### src/rtl/sms_vram_ctrl.sv
`timescale 1ns/1ps
// sms_vram_ctrl: bridges the VDP's multiplexed VRAM bus onto a synchronous
// 8K x 16 block RAM and shares the spare memory slots with a host port.
// The VDP always wins the memory port; host accesses fill idle issue slots.
module sms_vram_ctrl #(
  parameter int unsigned ADDR_W       = 13,
  parameter int unsigned READ_LATENCY = 2
) (
  input  logic              MCLK,
  input  logic              RESET,
  // VDP VRAM bus
  input  logic [15:0]       vdp_AD_o,
  input  logic              vdp_AD_d,
  input  logic              vdp_CE,
  input  logic              vdp_OE,
  input  logic              vdp_WE0,
  input  logic              vdp_WE1,
  output logic [15:0]       vdp_AD_i,
  output logic              vdp_rd_valid,
  // host port
  input  logic              host_req,
  input  logic              host_we,
  input  logic [ADDR_W-1:0] host_addr,
  input  logic [15:0]       host_wdata,
  input  logic [1:0]        host_be,
  output logic              host_ack,
  output logic [15:0]       host_rdata,
  // block RAM port
  output logic [ADDR_W-1:0] mem_addr,
  output logic [15:0]       mem_wdata,
  output logic [1:0]        mem_be,
  output logic              mem_wren,
  output logic              mem_rden,
  input  logic [15:0]       mem_q
);

  localparam int unsigned TAG_LAST = READ_LATENCY - 1;

  localparam logic [2:0] V_IDLE   = 3'd0;
  localparam logic [2:0] V_ACTIVE = 3'd1;
  localparam logic [2:0] V_RWAIT  = 3'd2;
  localparam logic [2:0] V_RHOLD  = 3'd3;
  localparam logic [2:0] V_WDONE  = 3'd4;

  localparam logic [0:0] H_IDLE = 1'b0;
  localparam logic [0:0] H_BUSY = 1'b1;

  // VDP input samples: s1 is the registered input, s2 the previous s1
  logic [15:0] s1_ad;
  logic        s1_ad_d;
  logic        s1_ce, s1_oe, s1_we0, s1_we1;
  logic        s2_ce, s2_oe, s2_we0, s2_we1;

  // edge strobes derived from the sample pair
  logic ce_fall, ce_rise, oe_fall, oe_rise, we_fall;

  // FSM state and latched context
  logic [2:0]        v_state, v_state_nx;
  logic [ADDR_W-1:0] v_addr, v_addr_nx;
  logic [0:0]        h_state, h_state_nx;
  logic              h_wr, h_wr_nx;

  // owner of the access currently on the memory port (1 = VDP)
  logic mem_own_vdp, m_own_vdp_nx;

  // return-tag pipeline, aligned so the last stage matches mem_q
  logic [READ_LATENCY-1:0] tag_vld;
  logic [READ_LATENCY-1:0] tag_vdp;
  logic                    ret_vdp, ret_host;

  // next values of the registered outputs
  logic [15:0]       ad_i_nx;
  logic              rd_valid_nx;
  logic              ack_nx;
  logic [15:0]       rdata_nx;
  logic [ADDR_W-1:0] m_addr_nx;
  logic [15:0]       m_wdata_nx;
  logic [1:0]        m_be_nx;
  logic              m_wren_nx, m_rden_nx;

  // issue decisions for this cycle
  logic vdp_rd, vdp_wr, host_go;

  // register the VDP bus; strobes reset inactive so no false edges follow reset
  always_ff @(posedge MCLK or negedge RESET) begin
    if (!RESET) begin
      s1_ad   <= 16'h0000;
      s1_ad_d <= 1'b1;
      s1_ce   <= 1'b1;
      s1_oe   <= 1'b1;
      s1_we0  <= 1'b1;
      s1_we1  <= 1'b1;
      s2_ce   <= 1'b1;
      s2_oe   <= 1'b1;
      s2_we0  <= 1'b1;
      s2_we1  <= 1'b1;
    end else begin
      s1_ad   <= vdp_AD_o;
      s1_ad_d <= vdp_AD_d;
      s1_ce   <= vdp_CE;
      s1_oe   <= vdp_OE;
      s1_we0  <= vdp_WE0;
      s1_we1  <= vdp_WE1;
      s2_ce   <= s1_ce;
      s2_oe   <= s1_oe;
      s2_we0  <= s1_we0;
      s2_we1  <= s1_we1;
    end
  end

  // edge detection and return routing
  always_comb begin
    ce_fall  = s2_ce & ~s1_ce;
    ce_rise  = ~s2_ce & s1_ce;
    oe_fall  = s2_oe & ~s1_oe;
    oe_rise  = ~s2_oe & s1_oe;
    we_fall  = ((s2_we0 & ~s1_we0) | (s2_we1 & ~s1_we1)) & ~s1_ad_d;
    ret_vdp  = tag_vld[TAG_LAST] & tag_vdp[TAG_LAST] & (v_state == V_RWAIT);
    ret_host = tag_vld[TAG_LAST] & ~tag_vdp[TAG_LAST] & (h_state == H_BUSY) & ~h_wr;
  end

  // next-state and output decode for both FSMs and the memory issue mux
  always_comb begin
    v_state_nx   = v_state;
    v_addr_nx    = v_addr;
    ad_i_nx      = vdp_AD_i;
    rd_valid_nx  = vdp_rd_valid;
    h_state_nx   = h_state;
    h_wr_nx      = h_wr;
    ack_nx       = 1'b0;
    rdata_nx     = host_rdata;
    m_addr_nx    = mem_addr;
    m_wdata_nx   = mem_wdata;
    m_be_nx      = mem_be;
    m_wren_nx    = 1'b0;
    m_rden_nx    = 1'b0;
    m_own_vdp_nx = mem_own_vdp;
    vdp_rd       = 1'b0;
    vdp_wr       = 1'b0;
    host_go      = 1'b0;

    // VDP side: CE rise ends the cycle from any state
    if (ce_rise) begin
      v_state_nx  = V_IDLE;
      rd_valid_nx = 1'b0;
    end else begin
      case (v_state)
        V_IDLE: begin
          if (ce_fall && !s1_ad_d) begin
            v_addr_nx  = s1_ad[ADDR_W-1:0];
            v_state_nx = V_ACTIVE;
          end
        end
        V_ACTIVE: begin
          // a write strobe beats a simultaneous read strobe
          if (we_fall) begin
            vdp_wr     = 1'b1;
            v_state_nx = V_WDONE;
          end else if (oe_fall) begin
            vdp_rd      = 1'b1;
            rd_valid_nx = 1'b0;
            v_state_nx  = V_RWAIT;
          end
        end
        V_RWAIT: begin
          if (ret_vdp) begin
            ad_i_nx     = mem_q;
            rd_valid_nx = 1'b1;
            v_state_nx  = V_RHOLD;
          end
        end
        V_RHOLD: begin
          if (oe_rise) begin
            v_state_nx = V_ACTIVE;
          end
        end
        V_WDONE: begin
          if (s1_we0 && s1_we1) begin
            v_state_nx = V_ACTIVE;
          end
        end
        default: v_state_nx = V_IDLE;
      endcase
    end

    // host side: only issues into a slot the VDP leaves free
    host_go = (h_state == H_IDLE) & host_req & ~host_ack & ~(vdp_rd | vdp_wr);
    case (h_state)
      H_IDLE: begin
        if (host_go) begin
          h_wr_nx    = host_we;
          h_state_nx = H_BUSY;
        end
      end
      H_BUSY: begin
        if (h_wr) begin
          ack_nx     = 1'b1;
          h_state_nx = H_IDLE;
        end else if (ret_host) begin
          rdata_nx   = mem_q;
          ack_nx     = 1'b1;
          h_state_nx = H_IDLE;
        end
      end
      default: h_state_nx = H_IDLE;
    endcase

    // memory issue mux: at most one strobe per cycle, VDP first
    if (vdp_wr) begin
      m_addr_nx    = v_addr;
      m_wdata_nx   = s1_ad;
      m_be_nx      = {~s1_we1, ~s1_we0};
      m_wren_nx    = 1'b1;
      m_own_vdp_nx = 1'b1;
    end else if (vdp_rd) begin
      m_addr_nx    = v_addr;
      m_be_nx      = 2'b11;
      m_rden_nx    = 1'b1;
      m_own_vdp_nx = 1'b1;
    end else if (host_go) begin
      m_addr_nx    = host_addr;
      m_wdata_nx   = host_wdata;
      m_be_nx      = host_we ? host_be : 2'b11;
      m_wren_nx    = host_we;
      m_rden_nx    = ~host_we;
      m_own_vdp_nx = 1'b0;
    end
  end

  // state and output registers
  always_ff @(posedge MCLK or negedge RESET) begin
    if (!RESET) begin
      v_state      <= V_IDLE;
      v_addr       <= '0;
      h_state      <= H_IDLE;
      h_wr         <= 1'b0;
      vdp_AD_i     <= 16'h0000;
      vdp_rd_valid <= 1'b0;
      host_ack     <= 1'b0;
      host_rdata   <= 16'h0000;
      mem_addr     <= '0;
      mem_wdata    <= 16'h0000;
      mem_be       <= 2'b00;
      mem_wren     <= 1'b0;
      mem_rden     <= 1'b0;
      mem_own_vdp  <= 1'b0;
    end else begin
      v_state      <= v_state_nx;
      v_addr       <= v_addr_nx;
      h_state      <= h_state_nx;
      h_wr         <= h_wr_nx;
      vdp_AD_i     <= ad_i_nx;
      vdp_rd_valid <= rd_valid_nx;
      host_ack     <= ack_nx;
      host_rdata   <= rdata_nx;
      mem_addr     <= m_addr_nx;
      mem_wdata    <= m_wdata_nx;
      mem_be       <= m_be_nx;
      mem_wren     <= m_wren_nx;
      mem_rden     <= m_rden_nx;
      mem_own_vdp  <= m_own_vdp_nx;
    end
  end

  // tag shift register; CE rise kills VDP reads still in flight
  always_ff @(posedge MCLK or negedge RESET) begin
    if (!RESET) begin
      tag_vld <= '0;
      tag_vdp <= '0;
    end else begin
      tag_vld[0] <= mem_rden & ~(mem_own_vdp & ce_rise);
      tag_vdp[0] <= mem_own_vdp;
      for (int unsigned i = 1; i < READ_LATENCY; i++) begin
        tag_vld[i] <= tag_vld[i-1] & ~(tag_vdp[i-1] & ce_rise);
        tag_vdp[i] <= tag_vdp[i-1];
      end
    end
  end

endmodule

### config.mk
export PLATFORM = sky130hd
export DESIGN_NAME = sms_vram_ctrl
export DESIGN_NICKNAME = d
export VERILOG_FILES = /design/src/rtl/sms_vram_ctrl.sv
export SDC_FILE = /design/constraint.sdc
export NUM_CORES = 1
export LEC_CHECK = 0
export BUFFER_PORTS_ARGS = -buffer_cell sky130_fd_sc_hd__buf_2
export CAP_MARGIN = 20
export CORE_MARGIN = 4
export CORE_UTILIZATION = 50
export CTS_CLUSTER_SIZE = 40
export DETAILED_ROUTE_END_ITERATION = 7
export GPL_ROUTABILITY_DRIVEN = 0
export PLACE_DENSITY = 0.76
export SYNTH_ARGS = -nofsm -noshare
export SYNTH_HDL_FRONTEND = slang
export SYNTH_SLANG_ARGS = --single-unit
### constraint.sdc
create_clock -name MCLK -period 2.6 [get_ports MCLK]
set_clock_uncertainty 0.1 [all_clocks]
set_input_delay 0.52 -clock MCLK [delete_from_list [all_inputs] [get_ports MCLK]]
set_output_delay 0.52 -clock MCLK [all_outputs]
set_load 0.01 [all_outputs]
==> metrics.md, run 1 <==
| Metric | Value |
|---|---|
| HP Class | in2reg |
| H-tree depth | 4 |
| Dominant cell by count in the synthesized netlist | dfrtp_1 |
| Mapped Cells | 320 |
| Dominant cell type by area after synthesis | dfrtp_1 |
| R2R depth | 5 |
| P&R area growth vs syn | 36.5% |
| Initial Utilization | 52.3% |
| Worst-path clk slew | 0.06 ns |
| Worst endpoint required time | about 2.9 ns |
| First-pass GRT wire length | between 15000 and 20000 µm |
| Placed inst area | around 0.0052 mm² |
| GRT overflow | 0 |
| # IOs | 139 |
| Status | completed |
| DR vias/cell | ~5.3 |
| CP max-delay cell | or3b_1 |
| Detail Placement HPWL | between 7000 and 8000 µm |
| Number of max-cap violations | 0 |
| Final critical-path share of the clock period | ~86% |
| Initial detailed-routing violation count | between 100 and 150 |
| Total Wirelength | 10400 µm |
| RR Startpoint | v_state[1] |
| Setup crit start kind | flip-flop |
| Sequence of cells on the critical path | or3b_1, a2111oi_4, buf_4, a22oi_1, a32o_1 |
| CTS tree | done |
| CTS root buf | clkbuf_8 |
| Share of synthesized flip-flops with an asynchronous set or reset | 100% |
| Worst Hold Path EP | s1_ad[8] |
| Post-CTS sizing | 0 |
| Vias in the first global route | about 3.5k |
| Die height | 101 µm |
| Top post-synthesis cells by count | dfrtp_1, nand2_1, mux2_2, mux2_1, nor2_1 |
| Largest net degree at the start of global routing | 60 |
| All-Layer GR Usage | a little over a fifth |
| Yosys top cell area share | about three fifths |
| Dominant synthesized flop cell | dfrtp_1 |
| Clock sinks | between 100 and 150 |
| Post-CTS setup buffer count | 0 |
| Top cells by area, synth | dfrtp_1, mux2_2, dfstp_2 |
| Power Dens Cells | roughly 1200 mW/mm² |
| Worst path max stage delay | 0.48 ns |
| Met1 global-route usage | between 20% and 30% |
| Crit-path max FO | 21 |
| Setup total negative slack | 0 ns |
| Drt first pass iters | 4 |
| Final Setup Violations | 0 |
| Die area | 0.0103 mm² |
| R2R Setup Slk | ~0.36 ns |
| Routed WL per cell | between 15 and 20 µm |
| Crit path kind | reg2reg |
| Nets@finish | 560 |
| Worst Tran Pin Value | between 0.7 and 0.8 ns |
| Row count | 33 |
| Port-buffer cells | approximately 140 |
| RSZ-0062 raised after global routing | false |
| Chip width | between 100 and 150 µm |
| M2 GR Usage | a little over a third |
| Met3 GRT Util | 6.89% |
| Post-route ant nets | 0 |
| Ys Warns | 0 |
| Fin crit period | between 2 and 2.5 ns |
| Post-synthesis sequential area ratio | 66.2% |
| Slew Limit Fails | 0 |
| Critical Path AT | 2.53 ns |
| Cts hold-fix bufs | 16 |
| Hold Path Cell Cnt | 1 |
| Ratio of cells with drive above 1 in the final layout | 44.1% |
| Syn Area/Cell | 13.6 µm² |
| P_leak | 0.00297 µW |
| Seq cells post-synth | 115 |
| Net Count, Synth | around 390 |
| RR Endpoint | mem_be[1] |
| Post-synth EDFFs | 0 |
| Placeable Area | 0.00834 mm² |
| Unique masters post-synth | 39 |
| Worst ir drop on vdd | roughly 0.57 mV |
| Cell Area, Synth | approximately 0.0044 mm² |
| Slew Limit Headroom | between 50% and 60% |
| Antenna fix cells | 0 |
| Worst skew pair latency | 0.51 ns |
| Vias | 3236 |
| Finished Cell Area | just under 0.006 mm² |
| Fmax | around 0.45 GHz |
| Clock Path Buffers | 2 |
| Most Crowded Layer GR | met2 |
| Antenna violations before repair | 0 |
| Worst hold start | vdp_AD_o[8] |
| DRC viols | 0 |
| Worst setup EP type | flip-flop |
| Fin. Hold Viols | 0 |
| CTS Buf Count | 17 |
where the power goes:
group / total (µW) / switching (µW) / internal [µW] / leakage (µW)
Clock: 2250 / 843 / 1400 / 0.000280
Combinational: 2100 / 1080 / 1020 / 0.00127
Sequential: 2890 / 402 / 2490 / 0.00142
Total: 7240 / 2330 / 4910 / 0.00297
layout by cell type, fill, tap and decap left out, types with 2 or more instances in the layout:
cell           netlist  layout
nand2b_1             5       5
a21boi_0             2       2
mux2i_1              3       3
o211ai_1             2       2
and2_0              13      13
nor2b_1              5       5
clkbuf_16            0      16
a32o_1               2       2
dfstp_2              9       9
clkinvlp_4           0       2
a21o_1               2       2
nand2_1             34      34
o21ai_0              3       3
nand3_1              2       2
dlygate4sd3_1        0      16
mux2_2              29      29
mux2_1              17      17
o21ai_1              3       3
a31oi_1             13      13
or3b_1               2       2
a21oi_1              4       4
nand3b_1             4       4
clkinv_4             0       4
a22oi_1              2       2
bufinv_16            0       2
nor3b_1              2       2
nor2_1              17      17
clkbuf_8             0       2
buf_4                0      10
a221o_1             13      13
inv_6                0       4
dfrtp_1            106     106
buf_2                3     137
state kept, by name, summed over array words and instances (netlist names), 2 cells and up:
name / count
host_rdata: 16
mem_addr: 13
mem_be: 2
mem_wdata: 16
s1_ad: 16
tag_vdp: 2
tag_vld: 2
v_addr: 13
v_state: 3
vdp_AD_i: 16
layer usage:
layer / share of wire (%) / up-vias
li1: - / 1481
met1: 43 / 1626
met2: 49 / 112
met3: 6.5 / 17
met4: 1.4 / 0
met5: 0 / -
worst max-delay path by stage:
stage                     slack [ns]             to  startpoint  depth (start not counted)
after global placement          0.44      mem_be[1]  v_state[1]                          5
final                           0.36      mem_be[1]  v_state[1]                          5
after global routing            0.26      mem_be[1]  v_state[1]                          5
after floorplan                 0.46  mem_wdata[10]  v_state[1]                          6
after CTS                       0.36      mem_be[1]  v_state[1]                          5
after detailed placement        0.37      mem_be[1]  v_state[1]                          5
logic make-up after synthesis:
logic type      synth area share (%)
compound gates                  9.40
buf+inv                         1.55
flops                           66.2
mux                             12.6
simple gates                    10.3
critical path, delay by kind of cell, from the launching register on:
family | cells | cell delay, ns
flip-flops | 1 | 0.45
AO/OA/AOI/OAI | 3 | 0.77
AND/OR/NAND/NOR | 1 | 0.48
buffers and inverters | 1 | 0.33
stage by stage:
stage	hold WS [ns]	total power, µW	setup slack (ns)	util, %	cells
after CTS	0.000262	7280	0.356	71.4	606
after detailed placement	0.261	4980	0.371	62.5	558
after floorplan	0.124	4060	0.461	-	320
after global placement	0.251	4880	0.437	62.5	558
final	0.0157	7240	0.362	71.4	606
after global routing	0.00134	7630	0.263	71.4	606
final cells by class:
type | count | area, µm²
sequential | 115 | 2890
fill | 554 | 2380
multi-input combinational | 190 | 1410
timing repair buffer | 164 | 941
clock buffer | 19 | 432
clock inverter | 13 | 150
tap | 105 | 131
No activity file was read; power rests on OpenSTA's default activity.
==> run 2, diff against run 1 <==
PLACE_DENSITY = 0.81   (was 0.76)
==> run 2 against run 1 <==
Effect of this change:
- clock power up 10%
- total power is 4.1% higher
- cell area up 1.9%
- maximum frequency decreased by 4.6%
- die area did not move
- sequential share of layout area decreased by 0.91 points
- sequential power about the same
- critical endpoint is now mem_wdata[0]
- largest cell class unchanged
- largest power group unchanged
==> metrics.md, run 2 (same netlist as run 1, synthesis figures left out) <==
| Metric | Value |
|---|---|
| Status | completed |
| Worst-path clk slew | approximately 0.050 ns |
| Internal | 5220 µW |
| Worst Tran Pin Value | a little under 0.8 ns |
| Worst skew pair latency | 0.51 ns |
| R2R depth | 5 |
| Placeable Area | between 0.008 and 0.009 mm² |
| Fin. Hold Viols | 0 |
| Part of the power in registers | between 30 and 40% |
| Detail Placement HPWL | between 7000 and 8000 µm |
| R2R Setup Slk | around 0.25 ns |
| Worst path max stage delay | 0.47 ns |
| RR Startpoint | v_state[0] |
| Chip width | 101 µm |
| Area of the multi-input gates | around 0.0014 mm² |
| Row count | 33 |
| Sequence of cells on the critical path | or3b_1, a2111oi_4, a21oi_2, and2_0, a221o_1 |
| Sw Ratio | between 30% and 40% |
| Largest net degree at the start of global routing | 48 |
| RSZ-0062 raised after global routing | false |
| Setup total negative slack | 0 ns |
| RR Endpoint | mem_wdata[0] |
| Post-CTS sizing | 0 |
| Routed WL per cell | between 15 and 20 µm |
| Clock Power Share | 33.0% |
| NetSw | roughly 2300 µW |
| Number of max-cap violations | 0 |
| Commonest non-fill, non-tap cells in the layout | buf_2, dfrtp_1, nand2_1 |
| Clock Path Buffers | 2 |
| Cts hold-fix bufs | 10 |
| Antenna fix cells | 0 |
| First-pass GRT wire length | between 15000 and 20000 µm |
| HP Class | in2reg |
| Cell family with most CP delay | compound AO/OA/AOI/OAI gates |
| Slew Limit Headroom | between 40 and 50% |
| Crit-path max FO | 19 |
| CTS tree | done |
| Antenna violations before repair | 0 |
| Hold Path Cell Cnt | 2 |
| Initial Utilization | between 50% and 60% |
| Final critical-path share of the clock period | 90.2% |
| Initial detailed-routing violation count | between 150 and 200 |
| DR vias/cell | between 5 and 6 |
| GRT overflow | 0 |
| Final Core Density | 72.8% |
| Post-CTS setup buffer count | 0 |
| Critical Path AT | ~2.6 ns |
| Worst setup EP type | flip-flop |
| Power Dens Cells | 1240 mW/mm² |
| Nets@finish | roughly 570 |
| CTS Buf Count | 17 |
| P_leak | 0.00302 µW |
| Drt first pass iters | 4 |
| Final Setup Violations | 0 |
| Die height | roughly 100 µm |
| All-Layer GR Usage | between 20% and 30% |
| Fmax | between 0.4 and 0.5 GHz |
| Worst Hold Path EP | mem_wdata[11] |
| Setup crit start kind | flip-flop |
| Worst endpoint required time | 2.88 ns |
| H-tree depth | 4 |
| Clock sinks | about 120 |
| Slew Limit Fails | 0 |
| Worst hold start | host_wdata[11] |
| CP max-delay cell | dfrtp_1 |
| WP buf/inv | 0 |
| DRC viols | 0 |
| P&R area growth vs syn | 39.1% |
| Die area | between 0.01 and 0.015 mm² |
| Total Wirelength | 11300 µm |
| Crit path kind | reg2reg |
| Port-buffer cells | ~140 |
| Fill cells | 547 |
| # IOs | between 100 and 150 |
| Vias | 3278 |
| CTS root buf | clkbuf_8 |
| Post-route ant nets | 0 |
| Fin crit period | around 2.3 ns |
| Sequential cell area | 0.00289 mm² |
| Worst ir drop on vdd | 0.699 mV |
| Gate power share | between 20% and 30% |
| Commonest non-fill, non-tap cell in the layout | buf_2 |
| Ratio of cells with drive above 1 in the final layout | a little over two fifths |
| Vias in the first global route | 3493 |
[run 2: layout make-up]
type	instances	area share, %
Timing Repair Buffer	170	16.5
Clock inverter	10	2.97
Clock buffer	20	7.50
Tap cell	105	2.16
Sequential cell	115	47.6
Multi-Input combinational cell	190	23.3
[run 2: worst max path at each step]
| stage | start | endpoint | slack [ns] | cells past startpoint |
|---|---|---|---|---|
| after global routing | v_state[1] | mem_wdata[7] | 0.13 | 5 |
| final | v_state[0] | mem_wdata[0] | 0.25 | 5 |
| after global placement | v_state[1] | mem_wdata[10] | 0.41 | 5 |
| after detailed placement | v_state[1] | mem_wdata[2] | 0.35 | 5 |
| after floorplan | v_state[1] | mem_wdata[10] | 0.46 | 6 |
| after CTS | v_state[0] | mem_wdata[0] | 0.26 | 5 |
[run 2: power by group through the flow]
stage	clock [µW]	sequential (µW)	combinational, µW
after floorplan	0	3070	989
after global placement	0	2860	2020
after detailed placement	0	2900	2100
after CTS	2510	2900	2150
after global routing	2620	2990	2330
final	2480	2910	2140
[run 2: routing by layer]
layer	GRT usage [%]	routed length, µm	part of all wire, %
met4	8.79	207	1.8
met1	27.9	4520	40
met3	7.71	666	5.9
met5	0	0	0
met2	37.6	5870	52
[run 2: per-stage QoR]
| step | power [µW] | hold WS (ns) | instances | area (µm²) | worst slack (ns) |
|---|---|---|---|---|---|
| 6_report | 7530 | 0.140 | 610 | 6070 | 0.254 |
| 2_1_floorplan | 4060 | 0.124 | 320 | 4360 | 0.461 |
| 5_1_grt | 7930 | 0.114 | 610 | 6070 | 0.134 |
| 3_5_place_dp | 5000 | 0.270 | 558 | 5210 | 0.348 |
| 3_3_place_gp | 4880 | 0.251 | 558 | 5210 | 0.406 |
| 4_1_cts | 7560 | 0.000158 | 598 | 5950 | 0.263 |
